--- src/rtl/ads131_miso_frame_receiver_pkg.sv ---
`default_nettype none
// +----------------------------------------------------------------------------+
// | Module  : ads131_pkg                                                       |
// | Brief   : Shared constants, state encodings and CRC step for the ADS131    |
// |           MISO frame receiver.                                             |
// | Rev     : 1.0                                                              |
// +----------------------------------------------------------------------------+
package ads131_pkg;

    localparam int WORD_BITS  = 32;
    localparam int DATA_BITS  = 24;
    localparam int NUM_CH     = 4;
    localparam int STATUS_IDX = 0;

    localparam logic [15:0] CRC_POLY = 16'h1021;
    localparam logic [15:0] CRC_INIT = 16'hFFFF;

    localparam logic [1:0] ST_IDLE  = 2'd0;
    localparam logic [1:0] ST_SHIFT = 2'd1;
    localparam logic [1:0] ST_CHECK = 2'd2;

    typedef logic [15:0] crc_t;

    // One MSB-first CRC-16-CCITT step for a single incoming bit.
    function automatic crc_t crc16_step(input crc_t crc, input logic b);
        return {crc[14:0], 1'b0} ^ ((crc[15] ^ b) ? CRC_POLY : 16'h0000);
    endfunction

endpackage
`default_nettype wire

--- src/rtl/ads131_miso_frame_receiver_if.sv ---
`default_nettype none
// +----------------------------------------------------------------------------+
// | Module  : ads131_miso_frame_receiver_if                                    |
// | Brief   : SPI receive inputs and frame result outputs of the receiver.     |
// |           ADS131_RX_CRC_EN adds the crc_error strobe.                      |
// | Rev     : 1.0                                                              |
// +----------------------------------------------------------------------------+
interface ads131_miso_frame_receiver_if #(
    parameter int NUM_CH    = ads131_pkg::NUM_CH,
    parameter int WORD_BITS = ads131_pkg::WORD_BITS,
    parameter int DATA_BITS = ads131_pkg::DATA_BITS
);
    logic                        spi_cs_n;
    logic                        spi_sclk;
    logic                        spi_miso;
    logic                        adc_init_done;
    logic [WORD_BITS-1:0]        status_word;
    logic [NUM_CH*DATA_BITS-1:0] ch_data;
    logic                        frame_valid;
    logic                        frame_error;
    logic [15:0]                 frame_count;
`ifdef ADS131_RX_CRC_EN
    logic                        crc_error;

    modport master (
        output spi_cs_n, spi_sclk, spi_miso, adc_init_done,
        input  status_word, ch_data, frame_valid, frame_error, frame_count, crc_error
    );
    modport slave (
        input  spi_cs_n, spi_sclk, spi_miso, adc_init_done,
        output status_word, ch_data, frame_valid, frame_error, frame_count, crc_error
    );
`else
    modport master (
        output spi_cs_n, spi_sclk, spi_miso, adc_init_done,
        input  status_word, ch_data, frame_valid, frame_error, frame_count
    );
    modport slave (
        input  spi_cs_n, spi_sclk, spi_miso, adc_init_done,
        output status_word, ch_data, frame_valid, frame_error, frame_count
    );
`endif
endinterface
`default_nettype wire

--- src/rtl/ads131_miso_frame_receiver_crc16_ccitt_serial.sv ---
`default_nettype none
// +----------------------------------------------------------------------------+
// | Module  : crc16_ccitt_serial                                               |
// | Brief   : Bit-serial CRC-16-CCITT accumulator, MSB first, clearable.       |
// | Rev     : 1.0                                                              |
// +----------------------------------------------------------------------------+
module crc16_ccitt_serial
    import ads131_pkg::*;
(
    input  wire logic        clk,
    input  wire logic        rst_n,
    input  wire logic        clr,
    input  wire logic        bit_en,
    input  wire logic        bit_in,
    output logic      [15:0] crc
);
    always_ff @(posedge clk or negedge rst_n) begin
        if (!rst_n) begin
            crc <= CRC_INIT;
        end else if (clr) begin
            crc <= CRC_INIT;
        end else if (bit_en) begin
            crc <= crc16_step(crc, bit_in);
        end
    end
endmodule
`default_nettype wire

--- src/rtl/ads131_miso_frame_receiver.sv ---
`default_nettype none
// +----------------------------------------------------------------------------+
// | Module  : ads131_miso_frame_receiver                                       |
// | Brief   : Deserialises ADS131A0x MISO words and strobes registered frames. |
// |           ADS131_RX_CRC_EN enables the trailing CRC word check.            |
// | Rev     : 1.0                                                              |
// +----------------------------------------------------------------------------+
module ads131_miso_frame_receiver #(
    parameter int NUM_CH    = ads131_pkg::NUM_CH,
    parameter int WORD_BITS = ads131_pkg::WORD_BITS,
    parameter int DATA_BITS = ads131_pkg::DATA_BITS
) (
    input  wire logic                   input_clock,
    input  wire logic                   reset_n,
    ads131_miso_frame_receiver_if.slave bus
);
    import ads131_pkg::*;

`ifdef ADS131_RX_CRC_EN
    localparam int CRC_WORDS = 1;
`else
    localparam int CRC_WORDS = 0;
`endif
    localparam int MAX_WORDS = 1 + NUM_CH + CRC_WORDS;
    localparam int BIT_W     = $clog2(WORD_BITS);
    localparam int IDX_W     = $clog2(MAX_WORDS + 1);

    logic                        r_sclk_q, r_miso_q, r_cs_q, r_cs_pend;
    logic [1:0]                  r_state;
    logic [WORD_BITS-2:0]        r_shift;
    logic [BIT_W-1:0]            r_bit_cnt;
    logic [IDX_W-1:0]            r_word_idx;
    logic                        r_init, r_overrun;
    logic [WORD_BITS-1:0]        r_stat_slot;
    logic [DATA_BITS-1:0]        r_ch_slot [NUM_CH];
    logic [WORD_BITS-1:0]        r_status;
    logic [NUM_CH*DATA_BITS-1:0] r_ch_data;
    logic                        r_fv, r_fe;
    logic [15:0]                 r_count;

    logic                        w_fall, w_cs_fall, w_cs_rise, w_word_done, w_len_ok, w_crc_ok;
    logic                        w_start;
    logic [WORD_BITS-1:0]        w_word;
    logic [IDX_W-1:0]            w_exp_words;

    assign w_fall      = r_sclk_q & ~bus.spi_sclk;
    assign w_cs_fall   = r_cs_q & ~bus.spi_cs_n;
    assign w_cs_rise   = ~r_cs_q & bus.spi_cs_n;
    assign w_start     = (r_state == ST_IDLE) && (w_cs_fall || r_cs_pend);
    assign w_word      = {r_shift, r_miso_q};
    assign w_word_done = w_fall && (r_bit_cnt == BIT_W'(WORD_BITS - 1));
    assign w_exp_words = r_init ? IDX_W'(1 + NUM_CH + CRC_WORDS) : IDX_W'(1 + CRC_WORDS);
    assign w_len_ok    = (r_word_idx == w_exp_words) && (r_bit_cnt == '0) && !r_overrun;

`ifdef ADS131_RX_CRC_EN
    logic [15:0] w_crc;
    logic [15:0] r_crc_slot;
    logic        r_crc_err;

    // Only payload bits feed the CRC; the trailing CRC word itself is excluded.
    crc16_ccitt_serial u_crc (
        .clk    (input_clock),
        .rst_n  (reset_n),
        .clr    (w_start),
        .bit_en ((r_state == ST_SHIFT) && w_fall && (r_word_idx < w_exp_words - 1'b1)),
        .bit_in (r_miso_q),
        .crc    (w_crc)
    );
    assign w_crc_ok      = (r_crc_slot == w_crc);
    assign bus.crc_error = r_crc_err;
`else
    assign w_crc_ok = 1'b1;
`endif

    always_ff @(posedge input_clock or negedge reset_n) begin
        if (!reset_n) begin
            r_sclk_q    <= 1'b0;
            r_miso_q    <= 1'b0;
            // Cleared so that a CS already low when reset releases is not taken as a frame start.
            r_cs_q      <= 1'b0;
            r_cs_pend   <= 1'b0;
            r_state     <= ST_IDLE;
            r_shift     <= '0;
            r_bit_cnt   <= '0;
            r_word_idx  <= '0;
            r_init      <= 1'b0;
            r_overrun   <= 1'b0;
            r_stat_slot <= '0;
            for (int i = 0; i < NUM_CH; i++) r_ch_slot[i] <= '0;
            r_status    <= '0;
            r_ch_data   <= '0;
            r_fv        <= 1'b0;
            r_fe        <= 1'b0;
            r_count     <= '0;
`ifdef ADS131_RX_CRC_EN
            r_crc_slot  <= '0;
            r_crc_err   <= 1'b0;
`endif
        end else begin
            r_sclk_q <= bus.spi_sclk;
            r_miso_q <= bus.spi_miso;
            r_cs_q   <= bus.spi_cs_n;
            r_fv     <= 1'b0;
            r_fe     <= 1'b0;
`ifdef ADS131_RX_CRC_EN
            r_crc_err <= 1'b0;
`endif
            case (r_state)
                ST_IDLE: begin
                    r_cs_pend <= 1'b0;
                    if (w_start) begin
                        r_bit_cnt  <= '0;
                        r_word_idx <= '0;
                        r_overrun  <= 1'b0;
                        r_init     <= bus.adc_init_done;
                        r_state    <= ST_SHIFT;
                    end
                end
                ST_SHIFT: begin
                    if (w_fall) begin
                        r_shift   <= w_word[WORD_BITS-2:0];
                        r_bit_cnt <= w_word_done ? '0 : r_bit_cnt + 1'b1;
                        if (w_word_done) begin
                            if (r_word_idx < w_exp_words) begin
                                r_word_idx <= r_word_idx + 1'b1;
                                if (r_word_idx == IDX_W'(STATUS_IDX)) r_stat_slot <= w_word;
                                for (int i = 0; i < NUM_CH; i++) begin
                                    if (r_word_idx == IDX_W'(i + 1))
                                        r_ch_slot[i] <= w_word[WORD_BITS-1 -: DATA_BITS];
                                end
`ifdef ADS131_RX_CRC_EN
                                if (r_word_idx == w_exp_words - 1'b1)
                                    r_crc_slot <= w_word[WORD_BITS-1 -: 16];
`endif
                            end else begin
                                r_overrun <= 1'b1;
                            end
                        end
                    end
                    if (w_cs_rise) r_state <= ST_CHECK;
                end
                ST_CHECK: begin
                    r_cs_pend <= w_cs_fall;
                    r_state   <= ST_IDLE;
                    if (w_len_ok && w_crc_ok) begin
                        r_status <= r_stat_slot;
                        if (r_init) begin
                            for (int i = 0; i < NUM_CH; i++)
                                r_ch_data[i*DATA_BITS +: DATA_BITS] <= r_ch_slot[i];
                        end
                        r_fv    <= 1'b1;
                        r_count <= r_count + 16'd1;
                    end else if (!w_len_ok) begin
                        r_fe <= 1'b1;
                    end
`ifdef ADS131_RX_CRC_EN
                    else begin
                        r_crc_err <= 1'b1;
                    end
`endif
                end
                default: r_state <= ST_IDLE;
            endcase
        end
    end

    assign bus.status_word = r_status;
    assign bus.ch_data     = r_ch_data;
    assign bus.frame_valid = r_fv;
    assign bus.frame_error = r_fe;
    assign bus.frame_count = r_count;

endmodule
`default_nettype wire

--- src/flat_wrapper.sv ---
// flat-port wrapper written by rule: the top's interface ports become plain ports
module ads131_miso_frame_receiver_flat import ads131_pkg::*;
#(
    parameter int NUM_CH    = ads131_pkg::NUM_CH,
    parameter int WORD_BITS = ads131_pkg::WORD_BITS,
    parameter int DATA_BITS = ads131_pkg::DATA_BITS
)
  (input_clock, reset_n, bus_spi_cs_n, bus_spi_sclk, bus_spi_miso, bus_adc_init_done, bus_status_word, bus_ch_data, bus_frame_valid, bus_frame_error, bus_frame_count);
  ads131_miso_frame_receiver_if #(.NUM_CH(NUM_CH), .WORD_BITS(WORD_BITS), .DATA_BITS(DATA_BITS)) bus_i ();
  input  wire logic input_clock;
  input  wire logic reset_n;
  input wire logic [$bits(bus_i.spi_cs_n)-1:0] bus_spi_cs_n;
  input wire logic [$bits(bus_i.spi_sclk)-1:0] bus_spi_sclk;
  input wire logic [$bits(bus_i.spi_miso)-1:0] bus_spi_miso;
  input wire logic [$bits(bus_i.adc_init_done)-1:0] bus_adc_init_done;
  output wire logic [$bits(bus_i.status_word)-1:0] bus_status_word;
  output wire logic [$bits(bus_i.ch_data)-1:0] bus_ch_data;
  output wire logic [$bits(bus_i.frame_valid)-1:0] bus_frame_valid;
  output wire logic [$bits(bus_i.frame_error)-1:0] bus_frame_error;
  output wire logic [$bits(bus_i.frame_count)-1:0] bus_frame_count;
  assign bus_i.spi_cs_n = bus_spi_cs_n;
  assign bus_i.spi_sclk = bus_spi_sclk;
  assign bus_i.spi_miso = bus_spi_miso;
  assign bus_i.adc_init_done = bus_adc_init_done;
  assign bus_status_word = bus_i.status_word;
  assign bus_ch_data = bus_i.ch_data;
  assign bus_frame_valid = bus_i.frame_valid;
  assign bus_frame_error = bus_i.frame_error;
  assign bus_frame_count = bus_i.frame_count;
  ads131_miso_frame_receiver #(.NUM_CH(NUM_CH), .WORD_BITS(WORD_BITS), .DATA_BITS(DATA_BITS)) u_core (.input_clock(input_clock), .reset_n(reset_n), .bus(bus_i));
endmodule
--- config.mk ---
export PLATFORM = sky130hd
export DESIGN_NAME = ads131_miso_frame_receiver_flat
export DESIGN_NICKNAME = d
export VERILOG_FILES = /design/src/rtl/ads131_miso_frame_receiver_pkg.sv /design/src/rtl/ads131_miso_frame_receiver_if.sv /design/src/rtl/ads131_miso_frame_receiver_crc16_ccitt_serial.sv /design/src/rtl/ads131_miso_frame_receiver.sv /design/src/flat_wrapper.sv
export SDC_FILE = /design/constraint.sdc
export NUM_CORES = 1
export LEC_CHECK = 0
export ABC_AREA = 1
export BUFFER_PORTS_ARGS = -buffer_cell sky130_fd_sc_hd__buf_4
export CORE_MARGIN = 5
export CORE_UTILIZATION = 47
export DETAILED_ROUTE_END_ITERATION = 7
export GPL_TIMING_DRIVEN = 0
export PLACE_DENSITY = 0.67
export SKIP_LAST_GASP = 1
export SLEW_MARGIN = 40
export SYNTH_ARGS = -nofsm -noshare
export SYNTH_HDL_FRONTEND = slang
export SYNTH_SLANG_ARGS = --single-unit
export TNS_END_PERCENT = 1
--- constraint.sdc ---
create_clock -name input_clock -period 4.6 [get_ports input_clock]
set_input_delay 0.92 -clock input_clock [delete_from_list [all_inputs] [get_ports input_clock]]
set_output_delay 0.92 -clock input_clock [all_outputs]
set_load 0.01 [all_outputs]
Yosys cells after proc, flatten, opt, wreduce, memory -nomap -nowiden --
Index checks and enable logic that the tools add are counted. W data, S select, Z words.
Storage, ports and cells: output and inout port bits 146, bits in registers 321, input bits 6
Operators by class: add/subtract/negate cells 3, order comparisons 1, reduce and logical (&&, ||, !) cells 24, bitwise logic cells 6, eq/ne operators 14, mux-type cells 23
Operators with widths (number):
- $reduce_and A5 Y1 | 7
- $add A16 B1 Y16 const B | 1
- $mux W3 | 5
- $mux W5 | 3
- $ne A2 B1 Y1 const B | 5
- $pmux W5 S2 | 1
- $mux W1 | 8
- $reduce_and A2 Y1 | 4
- $eq A3 B2 Y1 const B | 2
- $pmux W3 S2 | 1
- $reduce_and A3 Y1 | 2
- $add A5 B1 Y5 const B | 1
- $eq A5 B5 Y1 const B | 1
- $logic_not A5 Y1 | 1
- $logic_and A1 B1 Y1 | 4
- $mux W2 | 2
- $pmux W1 S2 | 2
- $pmux W2 S2 | 1
- $reduce_bool A2 Y1 | 2
- $add A3 B1 Y3 const B | 1
- $and A1 B1 Y1 | 3
- $eq A3 B1 Y1 const B | 1
- $eq A3 B3 Y1 | 1
- $eq A3 B3 Y1 const B | 1
- other kinds (9) | 11

Longest topological paths before layout --
word-level depth 6, depth in mapped cells 13, gate-level depth less buffers 9

Worst setup path after synthesis --
Ideal clock, no wire load.
path type input-to-reg, from in u_core.r_init, to reg u_core.r_ch_slot[0] in the netlist's numbering, stages 12, setup time 0.123 ns, path slack 2.466 ns, required time 4.477 ns, arrival 2.011 ns, buffers on the path 4, path through dfrtp_1 > buf_2 > clkbuf_1 > inv_1 > ha_1 > inv_1 > o21bai_1 > nor2_8 > nand2_4 > buf_6 > buf_6 > o21ai_1
Between the ends: longest elaborated chain between the ends 3
RTL lines:
- start: declaration | line ads131_miso_frame_receiver.sv:33 | logic r_init, r_overrun;
- $mux W3 | line ads131_miso_frame_receiver.sv:52 | assign w_exp_words = r_init ? IDX_W'(1 + NUM_CH + CRC_WORDS) : IDX_W'(1 + CRC_WORDS);
- $lt A3 B3 Y1 | line ads131_miso_frame_receiver.sv:124 | if (r_word_idx < w_exp_words) begin
- $reduce_and A5 Y1 (no line)
- end signal: indexed assignment | line ads131_miso_frame_receiver.sv:129 | r_ch_slot[i] <= w_word[WORD_BITS-1 -: DATA_BITS];
- end: declaration | line ads131_miso_frame_receiver.sv:35 | logic [DATA_BITS-1:0] r_ch_slot [NUM_CH];
Every way passes these cells. A chain may end at the register's enable or synchronous reset.

Final worst setup path --
from in u_core.r_init, to reg u_core.r_ch_data[91] (netlist: u_core.bus.ch_data[91])
Between the ends: longest elaborated chain between the ends 5
RTL lines:
- $mux W3 | line ads131_miso_frame_receiver.sv:52
- $eq A3 B3 Y1 | line ads131_miso_frame_receiver.sv:53 | assign w_len_ok = (r_word_idx == w_exp_words) && (r_bit_cnt == '0) && !r_overrun;
- $logic_and A1 B1 Y1 (2 in series) | line ads131_miso_frame_receiver.sv:53
- $reduce_and A3 Y1 (no line) (*)
- end signal: indexed assignment | line ads131_miso_frame_receiver.sv:149 | r_ch_data[i*DATA_BITS +: DATA_BITS] <= r_ch_slot[i];
- end: declaration | line ads131_miso_frame_receiver.sv:37 | logic [NUM_CH*DATA_BITS-1:0] r_ch_data;
Mark *: on every way between the ends. The rest lies on a longest branch, timed or not.

==> flow_summary.json <==
{
  "status": "finished clean",
  "core-area_um2": 26700,
  "setup_violations": 0,
  "final_util_pct": 57.9,
  "drcViolationCount": 0,
  "antenna_cells": 0,
  "numCtsBuffers": 35,
  "slowest_delay_ns": 0.48,
  "synth.avg_cell_area_um2": 9.35,
  "post_cts_buffers": 0,
  "grt_usage_pct": 20.9,
  "critical_path_class": "reg2reg",
  "htree_levels": 2,
  "seqPwrFrac_pct": 47.0,
  "clockBufferDepth": 3,
  "syn_area_um2": 12600,
  "maxCapViolCount": 0,
  "avgRoutedWirePerCell_um": 16.4,
  "grt_pass1_vias": 9617,
  "start_kind": "flop",
  "fin_crit_ns": 2.87,
  "cts_tree": "done",
  "finClkSkew_ns": 0.0134,
  "comb_power_share_pct": 8.9,
  "clkSlewWorstSetupHoldPaths_ns": 0.06,
  "hpwl_um": 22600,
  "area_growth_syn_to_layout_pct": 22.3,
  "ios": 152,
  "min_period_over_period_pct": 62.3,
  "grt_pass1_wl_um": 51700,
  "insertion_delay_ns": 0.51,
  "p_sw_share_pct": 25.1,
  "io_buffers": 151,
  "rr_worst_depth": 13,
  "synth_top_area_share_pct": 63.5,
  "die_area_um2": 30300,
  "syn_inst": 1353,
  "p_int_mw": 4.69,
  "fp-row-count": 60,
  "path_cells": "buf_2 > clkbuf_1 > inv_1 > ha_1 > nand2_1 > nor2_1 > nand2_1 > nor2_4 > nand2_2 > buf_2 > buf_2 > nand2_1 > nand2_1",
  "rr_endpoint": "u_core.bus.ch_data[91]$_DFFE_PN0P_",
  "ys_ff_latch": 321,
  "grt_start_max_net_pins": 78,
  "crit_arrival_ns": 3.26,
  "synth.top_cells.by_area": "dfrtp_1 64%, nand2_1 16%, nand3_1 4.6%",
  "synth_top_area_cell": "dfrtp_1",
  "p_clk_share_pct": 44.1,
  "r2r_start": "u_core.r_init$_DFFE_PN0P_",
  "path_common_cell": "nand2_1",
  "critPathCaptureType": "flop",
  "r2r_setup_slack_ns": 1.73,
  "hold_buffers": 0,
  "powerDensity_nw_per_um2": 404,
  "cpMaxStageDelayCell": "clkbuf_1",
  "wirelength_um": 31400,
  "yosysSeqAreaShare_pct": 63.5,
  "async_flop_share_pct": 100,
  "synth-warning-count": 0,
  "peakVddDrop_mv": 0.230,
  "crit_path_max_fanout": 10,
  "cts.sinks": 321,
  "fillers": 2419,
  "start_util_pct": 47.3,
  "seq_area_um2": 8030,
  "firstDrtPassIters": 5,
  "whs_ns": 0.352,
  "vias": 9757,
  "die_h_um": 174,
  "clock.fmax_ghz": 0.349,
  "root_buffer": "clkbuf_16",
  "antenna_found_initial": 0,
  "fin_nets": 1561,
  "max_slew_margin_pct": 58.6,
  "multi_input_area_um2": 3940,
  "synth_commonest_cells": "536 x nand2_1, 321 x dfrtp_1, 116 x nand3_1, 112 x o21ai_1, 63 x inv_1",
  "synth.most_common_cell": "nand2_1",
  "die_w_um": 174,
  "drt_iter0_markers": 870,
  "netSwitchingPower_mw": 1.57,
  "hold_viol": 0,
  "syn-num-nets": 1369,
  "required_ns": 5.00,
  "worst_slew_pin_slew_ns": 0.614,
  "final_layout_size_suffix_gt1_share_pct": 17.2,
  "ant_nets": 0,
  "ys.flop_type": "dfrtp_1",
  "synth_cell_types": 27,
  "gp_congestion": 0.834,
  "hold_class": "in2async",
  "cellLeakagePower_nw": 8.02,
  "via_per_inst": 5.11,
  "synth_edf_count": 0,
  "cts_resized": 0,
  "grt_setup_unrepaired": "false",
  "grt_remaining_overflow": 0,
  "slew_viol_final": 0
}
[sequential cells by signal, indices dropped and copies added (netlist names)]
name                    count
u_core.r_word_idx           3
u_core.r_init               1
u_core.r_ch_slot           96
u_core.r_cs_pend            1
u_core.r_overrun            1
u_core.r_state              2
u_core.bus.frame_valid      1
u_core.r_sclk_q             1
u_core.r_bit_cnt            5
u_core.r_cs_q               1
u_core.bus.ch_data         96
u_core.bus.frame_count     16
u_core.r_miso_q             1
u_core.bus.frame_error      1
u_core.r_shift             31
u_core.r_stat_slot         32
u_core.bus.status_word     32
[how the worst max path moves through the flow]
| stage | from | end | slack, ns | cells after the start |
|---|---|---|---|---|
| after floorplan | u_core.r_init$_DFFE_PN0P_ | u_core.r_ch_slot[0]$_DFFE_PN0P_ | 2.47 | 11 |
| after global placement | reset_n | u_core.bus.ch_data[34]$_DFFE_PN0P_ | -0.28 | 1 |
| after detailed placement | u_core.r_init$_DFFE_PN0P_ | u_core.bus.ch_data[70]$_DFFE_PN0P_ | 1.71 | 13 |
| after CTS | u_core.r_init$_DFFE_PN0P_ | u_core.bus.ch_data[70]$_DFFE_PN0P_ | 1.69 | 13 |
| after global routing | u_core.r_init$_DFFE_PN0P_ | u_core.bus.ch_data[82]$_DFFE_PN0P_ | 1.45 | 13 |
| final | u_core.r_init$_DFFE_PN0P_ | u_core.bus.ch_data[91]$_DFFE_PN0P_ | 1.73 | 13 |
[cells by family after synthesis]
| logic type | Yosys count | share of synthesized area (%) |
|---|---|---|
| and+or+nand+nor | 702 | 22.9 |
| DFF | 321 | 63.5 |
| AOI/OAI and AO/OA | 174 | 6.92 |
| buffers and inverters | 140 | 5.29 |
| adders and majority gates | 10 | 0.990 |
| xor gates and xnor gates | 6 | 0.416 |
[metrics by stage]
step                      setup TNS (ns)  setup WS (ns)  instances  power, mW  instance area (um^2)
after floorplan                        0           2.47       1353       3.33                 12600
after global placement            -81.90         -0.275       1845       3.52                 14200
after detailed placement               0           1.71       1849       3.54                 14300
after CTS                              0           1.69       1909       6.30                 15500
after global routing                   0           1.45       1909       6.52                 15500
final                                  0           1.73       1909       6.25                 15500
[area by class of cell]
type / instances / area share, %
multi-input combinational: 892 / 25.5
timing repair buffer: 155 / 8.09
clock inverter: 6 / 0.493
sequential: 321 / 51.9
tap: 341 / 2.76
inverter: 67 / 1.63
clock buffer: 54 / 6.91
buffer: 73 / 2.70
[placed cells by master, fill, tap and decap left out, types with 4 or more instances in the layout]
cell	netlist	layout
buf_16	0	4
buf_2	31	31
buf_4	4	154
buf_6	12	12
clkbuf_1	26	34
clkbuf_16	0	36
clkbuf_8	0	10
dfrtp_1	321	321
ha_1	10	10
inv_1	63	63
inv_2	4	4
nand2_1	536	536
nand2_4	5	5
nand3_1	116	116
nand4_1	7	7
nor2_1	28	28
o21ai_0	58	58
o21ai_1	112	112
xnor2_1	5	5
[power groups by stage]
stage          registers [mW]  clock network, mW  logic, mW
3_3_place_gp             2.99                  0      0.530
2_1_floorplan            2.98                  0      0.349
6_report                 2.94               2.76      0.556
4_1_cts                  2.94               2.81      0.558
5_1_grt                  2.95               2.94      0.635
3_5_place_dp             2.99                  0      0.553
[routing by layer]
| metal | global-route usage, % | part of all wire (%) |
|---|---|---|
| met3 | 3.87 | 4.9 |
| met4 | 4.88 | 2.0 |
| met2 | 34.1 | 47 |
| met5 | 0 | 0 |
| met1 | 29.6 | 46 |
[critical path, delay by kind of cell (launching register included)]
family	cells	cell delay, ns
adders and majority gates	1	0.33
buffers and inverters	5	1.32
DFF	1	0.32
and+or+nand+nor	7	0.79
Note: power is estimated with default switching activity, not from simulation.
